[src/rtl/percep_arb_pkg.sv]
// Shared encodings and default timing limits for the ydx memory arbiter.
package percep_arb_pkg;

    typedef enum logic [1:0] {
        IDLE  = 2'b00,
        GNT_H = 2'b01,
        GNT_E = 2'b10
    } arb_state_e;

    localparam logic REQ_H = 1'b0;
    localparam logic REQ_E = 1'b1;

    localparam int unsigned QUANTUM_DEF  = 8;
    localparam int unsigned LOCK_MAX_DEF = 32;

    function automatic arb_state_e other_grant(input arb_state_e st);
        case (st)
            GNT_H:   other_grant = GNT_E;
            GNT_E:   other_grant = GNT_H;
            default: other_grant = IDLE;
        endcase
    endfunction

endpackage

[src/rtl/percep_arb_cnt.sv]
// Saturating up-counter with synchronous clear; flags when it sits at MAX.
module percep_arb_cnt #(
    parameter int unsigned MAX = 7,
    parameter int unsigned W   = (MAX > 0) ? $clog2(MAX + 1) : 1
) (
    input  logic clk,
    input  logic rst_n,
    input  logic clr_i,
    input  logic en_i,
    output logic sat_o
);

    logic [W-1:0] cnt_q;
    logic [W-1:0] cnt_d;

    // Clear has priority over the increment; the count holds at MAX.
    always_comb begin
        cnt_d = cnt_q;
        if (clr_i) begin
            cnt_d = '0;
        end else if (en_i && (cnt_q != W'(MAX))) begin
            cnt_d = cnt_q + W'(1);
        end else begin
            cnt_d = cnt_q;
        end
    end

    // Count register.
    always_ff @(posedge clk or negedge rst_n) begin
        if (!rst_n) begin
            cnt_q <= '0;
        end else begin
            cnt_q <= cnt_d;
        end
    end

    assign sat_o = (cnt_q == W'(MAX));

endmodule

[src/rtl/percep_mem_arb.sv]
// Round-robin, quantum-limited arbiter with burst lock and lock watchdog,
// sharing the single-port ydx memory between the host loader and the engine.
module percep_mem_arb
    import percep_arb_pkg::*;
#(
    parameter int unsigned ADDR_W   = 7,
    parameter int unsigned DATA_W   = 17,
    parameter int unsigned QUANTUM  = QUANTUM_DEF,
    parameter int unsigned LOCK_MAX = LOCK_MAX_DEF
) (
    input  logic              clk,
    input  logic              rst_n,
    input  logic              req_h,
    input  logic              we_h,
    input  logic [ADDR_W-1:0] addr_h,
    input  logic [DATA_W-1:0] wdata_h,
    input  logic              lock_h,
    input  logic              req_e,
    input  logic [ADDR_W-1:0] addr_e,
    input  logic              lock_e,
    output logic              gnt_h,
    output logic              gnt_e,
    output logic [DATA_W-1:0] rdata,
    output logic              rvalid_h,
    output logic              rvalid_e,
    output logic              lock_err,
    output logic              mem_cs,
    output logic              mem_we,
    output logic              mem_oe,
    output logic [ADDR_W-1:0] mem_addr,
    output logic [DATA_W-1:0] mem_wdata,
    input  logic [DATA_W-1:0] mem_rdata
);

    arb_state_e state_q, state_d;
    logic       last_q, last_d;
    logic       lock_err_q, lock_err_d;
    logic       rvalid_h_q, rvalid_h_d;
    logic       rvalid_e_q, rvalid_e_d;
    logic       own_req_s, own_lock_s, oth_req_s, own_id_s;
    logic       granted_s, grant_chg_s;
    logic       quant_sat_s, lock_sat_s;

    // Owner-relative view of the request lines.
    always_comb begin
        own_req_s  = 1'b0;
        own_lock_s = 1'b0;
        oth_req_s  = 1'b0;
        own_id_s   = REQ_H;
        case (state_q)
            GNT_H: begin
                own_req_s  = req_h;
                own_lock_s = lock_h;
                oth_req_s  = req_e;
                own_id_s   = REQ_H;
            end
            GNT_E: begin
                own_req_s  = req_e;
                own_lock_s = lock_e;
                oth_req_s  = req_h;
                own_id_s   = REQ_E;
            end
            default: begin
                own_req_s  = 1'b0;
                own_lock_s = 1'b0;
                oth_req_s  = 1'b0;
                own_id_s   = REQ_H;
            end
        endcase
    end

    assign granted_s   = (state_q == GNT_H) || (state_q == GNT_E);
    assign grant_chg_s = (state_d != state_q);

    percep_arb_cnt #(.MAX(QUANTUM - 1)) u_quant_cnt (
        .clk   (clk),
        .rst_n (rst_n),
        .clr_i (grant_chg_s | ~granted_s),
        .en_i  (granted_s),
        .sat_o (quant_sat_s)
    );

    // sat means LOCK_MAX-1 earlier lock-high cycles, so a high lock now is the limit.
    percep_arb_cnt #(.MAX(LOCK_MAX - 1)) u_lock_cnt (
        .clk   (clk),
        .rst_n (rst_n),
        .clr_i (grant_chg_s | ~own_lock_s),
        .en_i  (own_lock_s),
        .sat_o (lock_sat_s)
    );

    // Next-state: tie-break in IDLE, then watchdog > release > quantum preemption.
    always_comb begin
        state_d    = state_q;
        last_d     = last_q;
        lock_err_d = lock_err_q;
        case (state_q)
            IDLE: begin
                if (req_h && req_e) begin
                    state_d = (last_q == REQ_H) ? GNT_E : GNT_H;
                end else if (req_h) begin
                    state_d = GNT_H;
                end else if (req_e) begin
                    state_d = GNT_E;
                end else begin
                    state_d = IDLE;
                end
            end
            GNT_H, GNT_E: begin
                if (own_lock_s && lock_sat_s) begin
                    lock_err_d = 1'b1;
                    state_d    = oth_req_s ? other_grant(state_q) : IDLE;
                    last_d     = own_id_s;
                end else if (!own_req_s && !own_lock_s) begin
                    state_d = oth_req_s ? other_grant(state_q) : IDLE;
                    last_d  = own_id_s;
                end else if (!own_lock_s && oth_req_s && quant_sat_s) begin
                    state_d = other_grant(state_q);
                    last_d  = own_id_s;
                end else begin
                    state_d = state_q;
                end
            end
            default: state_d = IDLE;
        endcase
    end

    // Memory pin mux; an access needs both the grant and a live request.
    always_comb begin
        mem_cs     = 1'b0;
        mem_we     = 1'b0;
        mem_oe     = 1'b0;
        mem_addr   = '0;
        mem_wdata  = '0;
        rvalid_h_d = 1'b0;
        rvalid_e_d = 1'b0;
        if ((state_q == GNT_H) && req_h) begin
            mem_cs     = 1'b1;
            mem_we     = we_h;
            mem_oe     = ~we_h;
            mem_addr   = addr_h;
            mem_wdata  = wdata_h;
            rvalid_h_d = ~we_h;
        end else if ((state_q == GNT_E) && req_e) begin
            mem_cs     = 1'b1;
            mem_oe     = 1'b1;
            mem_addr   = addr_e;
            rvalid_e_d = 1'b1;
        end else begin
            mem_cs = 1'b0;
        end
    end

    // State, round-robin pointer, sticky error and read-return tags.
    always_ff @(posedge clk or negedge rst_n) begin
        if (!rst_n) begin
            state_q    <= IDLE;
            last_q     <= REQ_E;
            lock_err_q <= 1'b0;
            rvalid_h_q <= 1'b0;
            rvalid_e_q <= 1'b0;
        end else begin
            state_q    <= state_d;
            last_q     <= last_d;
            lock_err_q <= lock_err_d;
            rvalid_h_q <= rvalid_h_d;
            rvalid_e_q <= rvalid_e_d;
        end
    end

    assign gnt_h    = (state_q == GNT_H);
    assign gnt_e    = (state_q == GNT_E);
    assign rvalid_h = rvalid_h_q;
    assign rvalid_e = rvalid_e_q;
    assign lock_err = lock_err_q;
    assign rdata    = (rvalid_h_q || rvalid_e_q) ? mem_rdata : '0;

endmodule

[config.mk]
export PLATFORM = sky130hd
export DESIGN_NAME = percep_mem_arb
export DESIGN_NICKNAME = d
export VERILOG_FILES = /design/src/rtl/percep_arb_pkg.sv /design/src/rtl/percep_arb_cnt.sv /design/src/rtl/percep_mem_arb.sv
export SDC_FILE = /design/constraint.sdc
export NUM_CORES = 1
export LEC_CHECK = 0
export CORE_AREA = 2 2 54 77
export DETAILED_ROUTE_END_ITERATION = 8
export DIE_AREA = 0 0 56 79
export GPL_ROUTABILITY_DRIVEN = 0
export PLACE_DENSITY = 0.84
export SLEW_MARGIN = 20
export SYNTH_ARGS = -nofsm -noshare
export SYNTH_HDL_FRONTEND = slang
export SYNTH_HIERARCHICAL = 1
export SYNTH_SLANG_ARGS = --single-unit
[constraint.sdc]
create_clock -name clk -period 4.9 [get_ports clk]
set_input_delay 0.735 -clock clk [delete_from_list [all_inputs] [get_ports clk]]
set_output_delay 0.735 -clock clk [all_outputs]
set_load 0.005 [all_outputs]
==> results.cfg, run 1 <==
[cts]
cts.sinks = 14
path_clk_slew_ns = 0.06
cts_tree = done
h-tree-depth = 1
post_cts_buffers = 0
cts_hold_buf = 0
cts_resized = 0
cts_buffer_depth = 2
cts_root_buf = clkbuf_8
cts_buffers = 3
insertion_delay_ns = 0.25

[global_routing]
grtUsageMet3_pct = 2.77
grt_pass1_wl_um = 6750
grt.busiest_layer = met2
antenna_found_initial = 0
grt_util_met1_pct = 23.7
use_met2_pct = 32.2
grtUsageTotal_pct = 18.9
grt_overflow = 0
grt_max_degree = 28
grt_pass1_vias = 1437

[worst_setup_path]
critPathRequiredTime_ns = 4.16
cp-end-kind = output pin
criticalPathCategory = flop to output pin
critPathMaxFanout = 27
cp_data_arrival_time_ns = 2.79
cp-start-kind = flop

[cells_and_area]
drive_gt1_share_pct = 7.20
fillers = 317
nets = 314
syn2layout_area_growth_pct = 84.8
final_area_um2 = 2400
diodes = 0

[synth]
ys_types = 44
synthesis.area_um2 = 1300
yosysSeqAreaShare_pct = 27.0
synth-main-ff-cell = dfrtp_1
synth_top_area_cell = dfrtp_1
synth.avg_cell_area_um2 = 8.62
async_flop_share_pct = 100
ys_ff_latch = 14
netlist_instances = 151
yosys_warnings = 6
synthTopCellsByArea = dfrtp_1 25%, and3_1 9.1%, nor2b_1 9.1%, ha_1 7.7%, a22o_1 4.7%
ys_top_cells_by_count = 19 x and3_1, 19 x nor2b_1, 13 x dfrtp_1, 11 x nor2_1, 8 x ha_1
synth_top_area_share_pct = 25.0
synth_edf_count = 0
synth_fp_nets = 214

[run_status]
status = finished, final reports clean

[timing]
fin_crit_ns = 3.52
tns_ns = 0
tightest_slew_ns = 0.967
rsz0062_at_grt = false
finalMaxSlewViolations = 0
hold_viol = 0
setup_viol = 0
relSlewSlack_pct = 35.3
min_period_over_period_pct = 71.9
max_clock_freq_mhz = 284
finalClockSkew_ns = 0.00301

[floorplanning]
die_x_um = 56
initial_core_util_pct = 34.4
io-pin-count = 104
die_area_um2 = 4420
rows = 27
die_y_um = 79
fp.coreArea_um2 = 3780

[place]
place_hpwl_um = 3310
portBuffers = 103
dpl_cell_area_um2 = 2350

[routing]
drc_errors = 0
avgViaCountPerCell = 5.07
ant_nets = 0
wirelength_um = 4140
wire_per_inst_um = 14.1
drt_iter0_markers = 16
vias = 1485
first_pass_iters = 4

[pwr]
leakage_nw = 1.03
p_per_area_nw_per_um2 = 362
vdd.ir_drop.worst_mv = 0.242

[min_path]
holdCritPathClass = flop to flop

[job]
cap_violations = 0
-- flip-flops by register name, indices dropped and copies added, names as in the netlist --
register           cells
rvalid_h               1
lock_err               1
rvalid_e               1
u_lock_cnt/cnt_q       5
state_q                2
last_q                 1
u_quant_cnt/cnt_q      3
-- layout by cell type (no fill, tap or decap), drive strengths merged, types with 2 or more instances in the layout --
cell and count:
a211oi 2, a21o 2, a21oi 6, a22o 7, a22oi 2, and3 19, clkbuf 4, clkdlybuf4s50 103
dfrtp 13, ha 8, inv 4, mux2 3, mux2i 2, nand2 8, nand2b 3, nand3 6
nand4bb 2, nor2 13, nor2b 20, nor4 2, o211ai 2, o21ai 5, o22a 2, xor2 2
-- critical path, cell delays in order (launching register included) --
cell and delay [ns]:
dfrtp_1 0.47, inv_1 0.12, ha_1 0.45, and2_1 0.36, nor2_1 0.41, a22o_1 0.21
clkdlybuf4s50_1 0.51
-- cells by family (layout without fill, tap and decap cells) --
logic type	count (synthesis)	after routing	synth area share, %
AND/OR/NAND/NOR	77	77	35.3
buffers and inverters	13	112	4.52
adder cells (fa/ha/maj)	8	8	7.69
XOR/XNOR	2	2	1.35
AO/OA/AOI/OAI	32	32	19.4
multiplexers	5	5	4.71
flip-flops	14	14	27.0
-- worst paths after layout --
path	from	to	slack, ns	depth (start not counted)
worst min-delay path	lock_err$_DFFE_PN0P_	lock_err$_DFFE_PN0P_	0.51	1
worst min register to register	lock_err$_DFFE_PN0P_	lock_err$_DFFE_PN0P_	0.51	1
max in group asynchronous	rst_n	u_lock_cnt/cnt_q[4]$_DFFE_PN0P_	3.62	1
worst max-delay path	state_q[1]$_DFF_PN0_	mem_addr[5]	1.38	6
min in group asynchronous	rst_n	u_quant_cnt/cnt_q[2]$_DFFE_PN0P_	0.87	1
worst max register to register	state_q[1]$_DFF_PN0_	u_quant_cnt/cnt_q[0]$_DFFE_PN0P_	1.86	10
-- through the flow --
| step | total power [mW] | worst slack (ns) | hold slack (ns) | util [%] | cells |
|---|---|---|---|---|---|
| 6_report | 0.871 | 1.38 | 0.511 | 63.6 | 293 |
| 5_1_grt | 0.939 | 1.06 | 0.519 | 63.6 | 293 |
| 4_1_cts | 0.876 | 1.37 | 0.513 | 63.6 | 293 |
| 3_5_place_dp | 0.753 | 1.44 | 0.498 | 62.1 | 289 |
| 3_3_place_gp | 0.743 | 1.48 | 0.466 | 62.1 | 289 |
| 2_1_floorplan | 0.508 | 2.50 | 0.439 | - | 151 |
-- area by class of cell --
cell class | count | area, um^2 | area share [%]
Clock buffer | 4 | 55.1 | 2.29
Inverter | 4 | 15.0 | 0.624
Multi-Input combinational cell | 124 | 891 | 37.0
Sequential cell | 14 | 352 | 14.6
Tap cell | 43 | 53.8 | 2.24
Timing Repair Buffer | 104 | 1040 | 43.2
-- metal layers --
layer  up-vias  part of all wire, %
met5         -                    0
met1       669                   40
met3         5                  6.4
met2        72                   52
met4         0                  1.4
li1        739                    -
-- power breakdown --
| part | internal, mW | switching [mW] |
|---|---|---|
| logic | 0.316 | 0.278 |
| registers | 0.137 | 0.0248 |
| clock network | 0.0713 | 0.0441 |
Note: power is estimated with default switching activity, not from simulation.
==> run 2: changes to the inputs <==
Settings changed: CORE_AREA 2 2 54 77 to 2 2 57 80, DIE_AREA 0 0 56 79 to 0 0 59 82, PLACE_DENSITY 0.84 to 0.78.
Clock period 4.9 ns to 3.6 ns, I/O delays scaled along.
==> results.cfg, run 2 (same netlist as run 1, synthesis figures left out) <==
[pwr]
vdd.ir_drop.worst_mv = 0.239
leakage_nw = 1.04
p_per_area_nw_per_um2 = 487
finalPower_mw = 1.18

[timing]
rsz0062_at_grt = false
finalMaxSlewViolations = 0
fin_crit_ns = 3.17
setup_viol = 0
finalClockSkew_ns = 0.00139
min_period_over_period_pct = 87.9
hold_viol = 0
max_clock_freq_mhz = 316
tightest_slew_ns = 1.02
tns_ns = 0
relSlewSlack_pct = 31.9

[place]
place_hpwl_um = 3290
portBuffers = 103

[cells_and_area]
drive_gt1_share_pct = 7.57
largest_reg_flops = 5
reg_top3 = u_lock_cnt/cnt_q: 5 flops, u_quant_cnt/cnt_q: 3 flops, state_q: 2 flops
layout_commonest_cell = clkdlybuf4s50_1
top_register = u_lock_cnt/cnt_q
mostFrequentLayoutCells = 103 x clkdlybuf4s50_1, 19 x nor2b_1, 19 x and3_1
diodes = 0
syn2layout_area_growth_pct = 85.6
nets = 315

[global_routing]
grt_max_degree = 19
grt_overflow = 0
grt_pass1_vias = 1507
antenna_found_initial = 0
grt_pass1_wl_um = 6280
grtUsageTotal_pct = 16.5

[routing]
ant_nets = 0
vias = 1480
drt_iter0_markers = 26
first_pass_iters = 4
drc_errors = 0
wirelength_um = 3980
wire_per_inst_um = 13.4
avgViaCountPerCell = 5.00

[worst_setup_path]
critical_path.top_delay_family = simple AND/OR/NAND/NOR gates
cp_data_arrival_time_ns = 2.63
worstRegToRegCells = 10
cp-endpoint = mem_addr[3]
critPathRequiredTime_ns = 3.06
cp-end-kind = output pin
timing.rr.end = u_quant_cnt/cnt_q[2]$_DFFE_PN0P_
critPathMaxFanout = 11
cp-start-kind = flop
crit_path_top_delay_cell = clkdlybuf4s50_1
crit_buf_inv = 2
criticalPathCategory = flop to output pin
crit_path_start = state_q[1]$_DFF_PN0_
max_stage_delay_ns = 0.50
r2r-start = state_q[0]$_DFF_PN0_
crit_chain = inv_1 -> ha_1 -> and2_1 -> nor2_1 -> a22o_1 -> clkdlybuf4s50_1
worst-path-stages = 6
r2r_setup_slack_ns = 0.92

[cts]
post_cts_buffers = 0
cts_tree = done
cts_buffers = 3
path_clk_slew_ns = 0.06
cts_buffer_depth = 2
cts_hold_buf = 0
insertion_delay_ns = 0.24
cts_resized = 0
cts.sinks = 14
h-tree-depth = 1
cts_root_buf = clkbuf_8

[min_path]
holdCritPathClass = flop to flop

[floorplanning]
die_area_um2 = 4840
fp.coreArea_um2 = 4130
die_x_um = 59
die_y_um = 82
initial_core_util_pct = 31.5
rows = 28
io-pin-count = 104

[job]
cap_violations = 0

[run_status]
status = finished, final reports clean
run 2: cell types whose count changed in the layout (fill, tap and decap cells not counted):
cell   delta
buf_4     +1
run 2: final cells by class:
cell class	count	area, um^2
fillers	389	1720
repair buffers	105	1050
multi-input cells	124	891
flip-flops and latches	14	352
well taps	45	56.3
clock buffers	4	55.1
inverters	4	15.0
run 2: metal layers:
metal	vias to the layer above	routed length [um]	GRT usage (%)
li1	742	-	-
met1	675	1590	18.6
met2	57	2100	29.9
met3	6	215	2.36
met4	0	70	7.27
met5	-	0	0
run 2: stage by stage:
step	cell area (um^2)	hold slack, ns	setup slack (ns)	utilization, %	cells
final	2410	0.473	0.434	58.4	296
after floorplan	1300	0.244	1.25	-	151
after CTS	2410	0.487	0.424	58.4	296
after detailed placement	2360	0.471	0.491	57.1	292
after global placement	2360	0.442	0.552	57.1	292
after global routing	2410	0.500	0.233	58.4	296
run 2: how the worst min path moves through the flow:
stage | from | endpoint | cells after the start
4_1_cts | lock_err$_DFFE_PN0P_ | lock_err$_DFFE_PN0P_ | 1
5_1_grt | lock_err$_DFFE_PN0P_ | lock_err$_DFFE_PN0P_ | 1
2_1_floorplan | rst_n | lock_err$_DFFE_PN0P_ | 0
3_3_place_gp | lock_err$_DFFE_PN0P_ | lock_err$_DFFE_PN0P_ | 1
6_report | lock_err$_DFFE_PN0P_ | lock_err$_DFFE_PN0P_ | 1
3_5_place_dp | lock_err$_DFFE_PN0P_ | lock_err$_DFFE_PN0P_ | 1
run 2: report_power, final:
| group | leakage [nW] | internal (mW) | switching [mW] |
|---|---|---|---|
| clock network | 0.0288 | 0.0968 | 0.0536 |
| registers | 0.189 | 0.186 | 0.0331 |
| logic | 0.818 | 0.436 | 0.372 |
==> run 3: changes to the inputs <==
Settings changed: CAP_MARGIN set to 20, SETUP_SLACK_MARGIN set to 0.3.
==> results.cfg, run 3 (same netlist as run 1, synthesis figures left out) <==
[run_status]
status = finished, final reports clean

[worst_setup_path]
timing.rr.end = u_quant_cnt/cnt_q[2]$_DFFE_PN0P_
crit_path_top_delay_cell = clkdlybuf4s50_1
criticalPathCategory = flop to output pin
cp_data_arrival_time_ns = 2.48
r2r_setup_slack_ns = 0.92
crit_chain = inv_1 -> ha_1 -> and2_1 -> nor2_2 -> a22o_1 -> clkdlybuf4s50_1
max_stage_delay_ns = 0.50
cp-end-kind = output pin
worstRegToRegCells = 10
r2r-start = state_q[0]$_DFF_PN0_
critPathRequiredTime_ns = 3.06
critPathMaxFanout = 11
cp-start-kind = flop

[min_path]
hp-start = lock_err$_DFFE_PN0P_
min_to = lock_err$_DFFE_PN0P_
holdCritPathClass = flop to flop
min_path_cells = 1

[routing]
first_pass_iters = 4
drc_errors = 0
avgViaCountPerCell = 5.01
wirelength_um = 3990
drt_iter0_markers = 26
wire_per_inst_um = 13.5
ant_nets = 0
vias = 1482

[cells_and_area]
diodes = 0
finalNonFillerCells = 296
mostFrequentLayoutCells = 103 x clkdlybuf4s50_1, 19 x nor2b_1, 19 x and3_1
layout_commonest_cell = clkdlybuf4s50_1
syn2layout_area_growth_pct = 85.8
nets = 315
drive_gt1_share_pct = 7.97
multi_input_area_um2 = 893
seq_area_um2 = 352
final_area_um2 = 2420
fillers = 390
largest_reg_flops = 5
top_register = u_lock_cnt/cnt_q
final_core_util_pct = 58.5
reg_top3 = u_lock_cnt/cnt_q: 5 flops, u_quant_cnt/cnt_q: 3 flops, state_q: 2 flops

[floorplanning]
fp.coreArea_um2 = 4130
die_x_um = 59
initial_core_util_pct = 31.5
die_y_um = 82
io-pin-count = 104
rows = 28
die_area_um2 = 4840

[timing]
fin_crit_ns = 3.02
min_period_over_period_pct = 83.9
whs_ns = 0.473
setup_viol = 0
tightest_slew_ns = 1.02
finalMaxSlewViolations = 0
finalClockSkew_ns = 0.00136
max_clock_freq_mhz = 331
tns_ns = 0
relSlewSlack_pct = 31.9
postLayoutSetupSlackWorst_ns = 0.581
hold_viol = 0
rsz0062_at_grt = false

[pwr]
internal_power_mw = 0.719
p_per_area_nw_per_um2 = 488
netSwitchingFraction_pct = 39.0
seqPwrFrac_pct = 18.6
leakage_nw = 1.04
p_comb_share_pct = 68.7
power_frac_clock_pct = 12.8
p_sw_mw = 0.460
finalPower_mw = 1.18
vdd.ir_drop.worst_mv = 0.241

[cts]
cts_root_buf = clkbuf_8
cts.sinks = 14
cts_buffer_depth = 2
insertion_delay_ns = 0.24
cts_buffers = 3
h-tree-depth = 1
path_clk_slew_ns = 0.06
cts_tree = done

[global_routing]
grt_max_degree = 19
grtUsageTotal_pct = 16.5
grt_pass1_wl_um = 6280
grt_pass1_vias = 1507
antenna_found_initial = 0
grt_overflow = 0

[job]
cap_violations = 0

[place]
dpl_cell_area_um2 = 2360
place_hpwl_um = 3290
pre_cts_ws_ns = 0.491
place_inst = 292
portBuffers = 103
-- run 3: cell count changes in the layout (fill, tap and decap cells not counted) --
cell / delta
nor2_1: -1
nor2_2: +1
-- run 3: per-layer routing --
layer,share of wire [%],GRT usage [%],vias to the layer above,wire length [um]
met4,1.8,7.27,0,70
met1,40,18.6,677,1590
met5,0,0,-,0
met3,5.4,2.36,6,215
li1,-,-,742,-
met2,53,29.9,57,2110
-- run 3: critical path: cells and delay by family (launching register included) --
family	cells	cell delay, ns
DFF	1	0.48
and+or+nand+nor	2	0.61
AOI/OAI and AO/OA	1	0.19
buffers and inverters	2	0.62
adders and majority gates	1	0.32
-- run 3: area by class of cell --
| cell class | count | area share (%) |
|---|---|---|
| Clock buffer | 4 | 2.28 |
| Sequential cell | 14 | 14.5 |
| Timing Repair Buffer | 105 | 43.3 |
| Tap cell | 45 | 2.33 |
| Inverter | 4 | 0.621 |
| Multi-Input combinational cell | 124 | 37.0 |
-- run 3: worst max path at each step --
stage                         start                               end  slack (ns)  cells past startpoint
4_1_cts        state_q[1]$_DFF_PN0_                       mem_addr[3]        0.42                      6
5_1_grt        state_q[1]$_DFF_PN0_                       mem_addr[1]        0.41                      6
3_5_place_dp                  req_h                       mem_addr[1]        0.49                      5
3_3_place_gp                  req_h                       mem_addr[5]        0.55                      5
6_report       state_q[1]$_DFF_PN0_                       mem_addr[3]        0.58                      6
2_1_floorplan  state_q[0]$_DFF_PN0_  u_quant_cnt/cnt_q[0]$_DFFE_PN0P_        1.25                     11
-- run 3: repair_timing --
| item | 4_1_cts | 5_1_grt |
|---|---|---|
| setup endpoints to repair | 0 | 7 |
| setup buffers | 0 | 0 |
| gates resized for setup | 0 | 1 |
| hold buffers | 0 | 0 |
-- run 3: power groups by stage --
stage	combinational, mW	clock, mW	sequential (mW)
6_report	0.810	0.150	0.219
5_1_grt	0.890	0.159	0.225
3_5_place_dp	0.808	0	0.221
2_1_floorplan	0.479	0	0.212
4_1_cts	0.812	0.153	0.219
3_3_place_gp	0.797	0	0.221
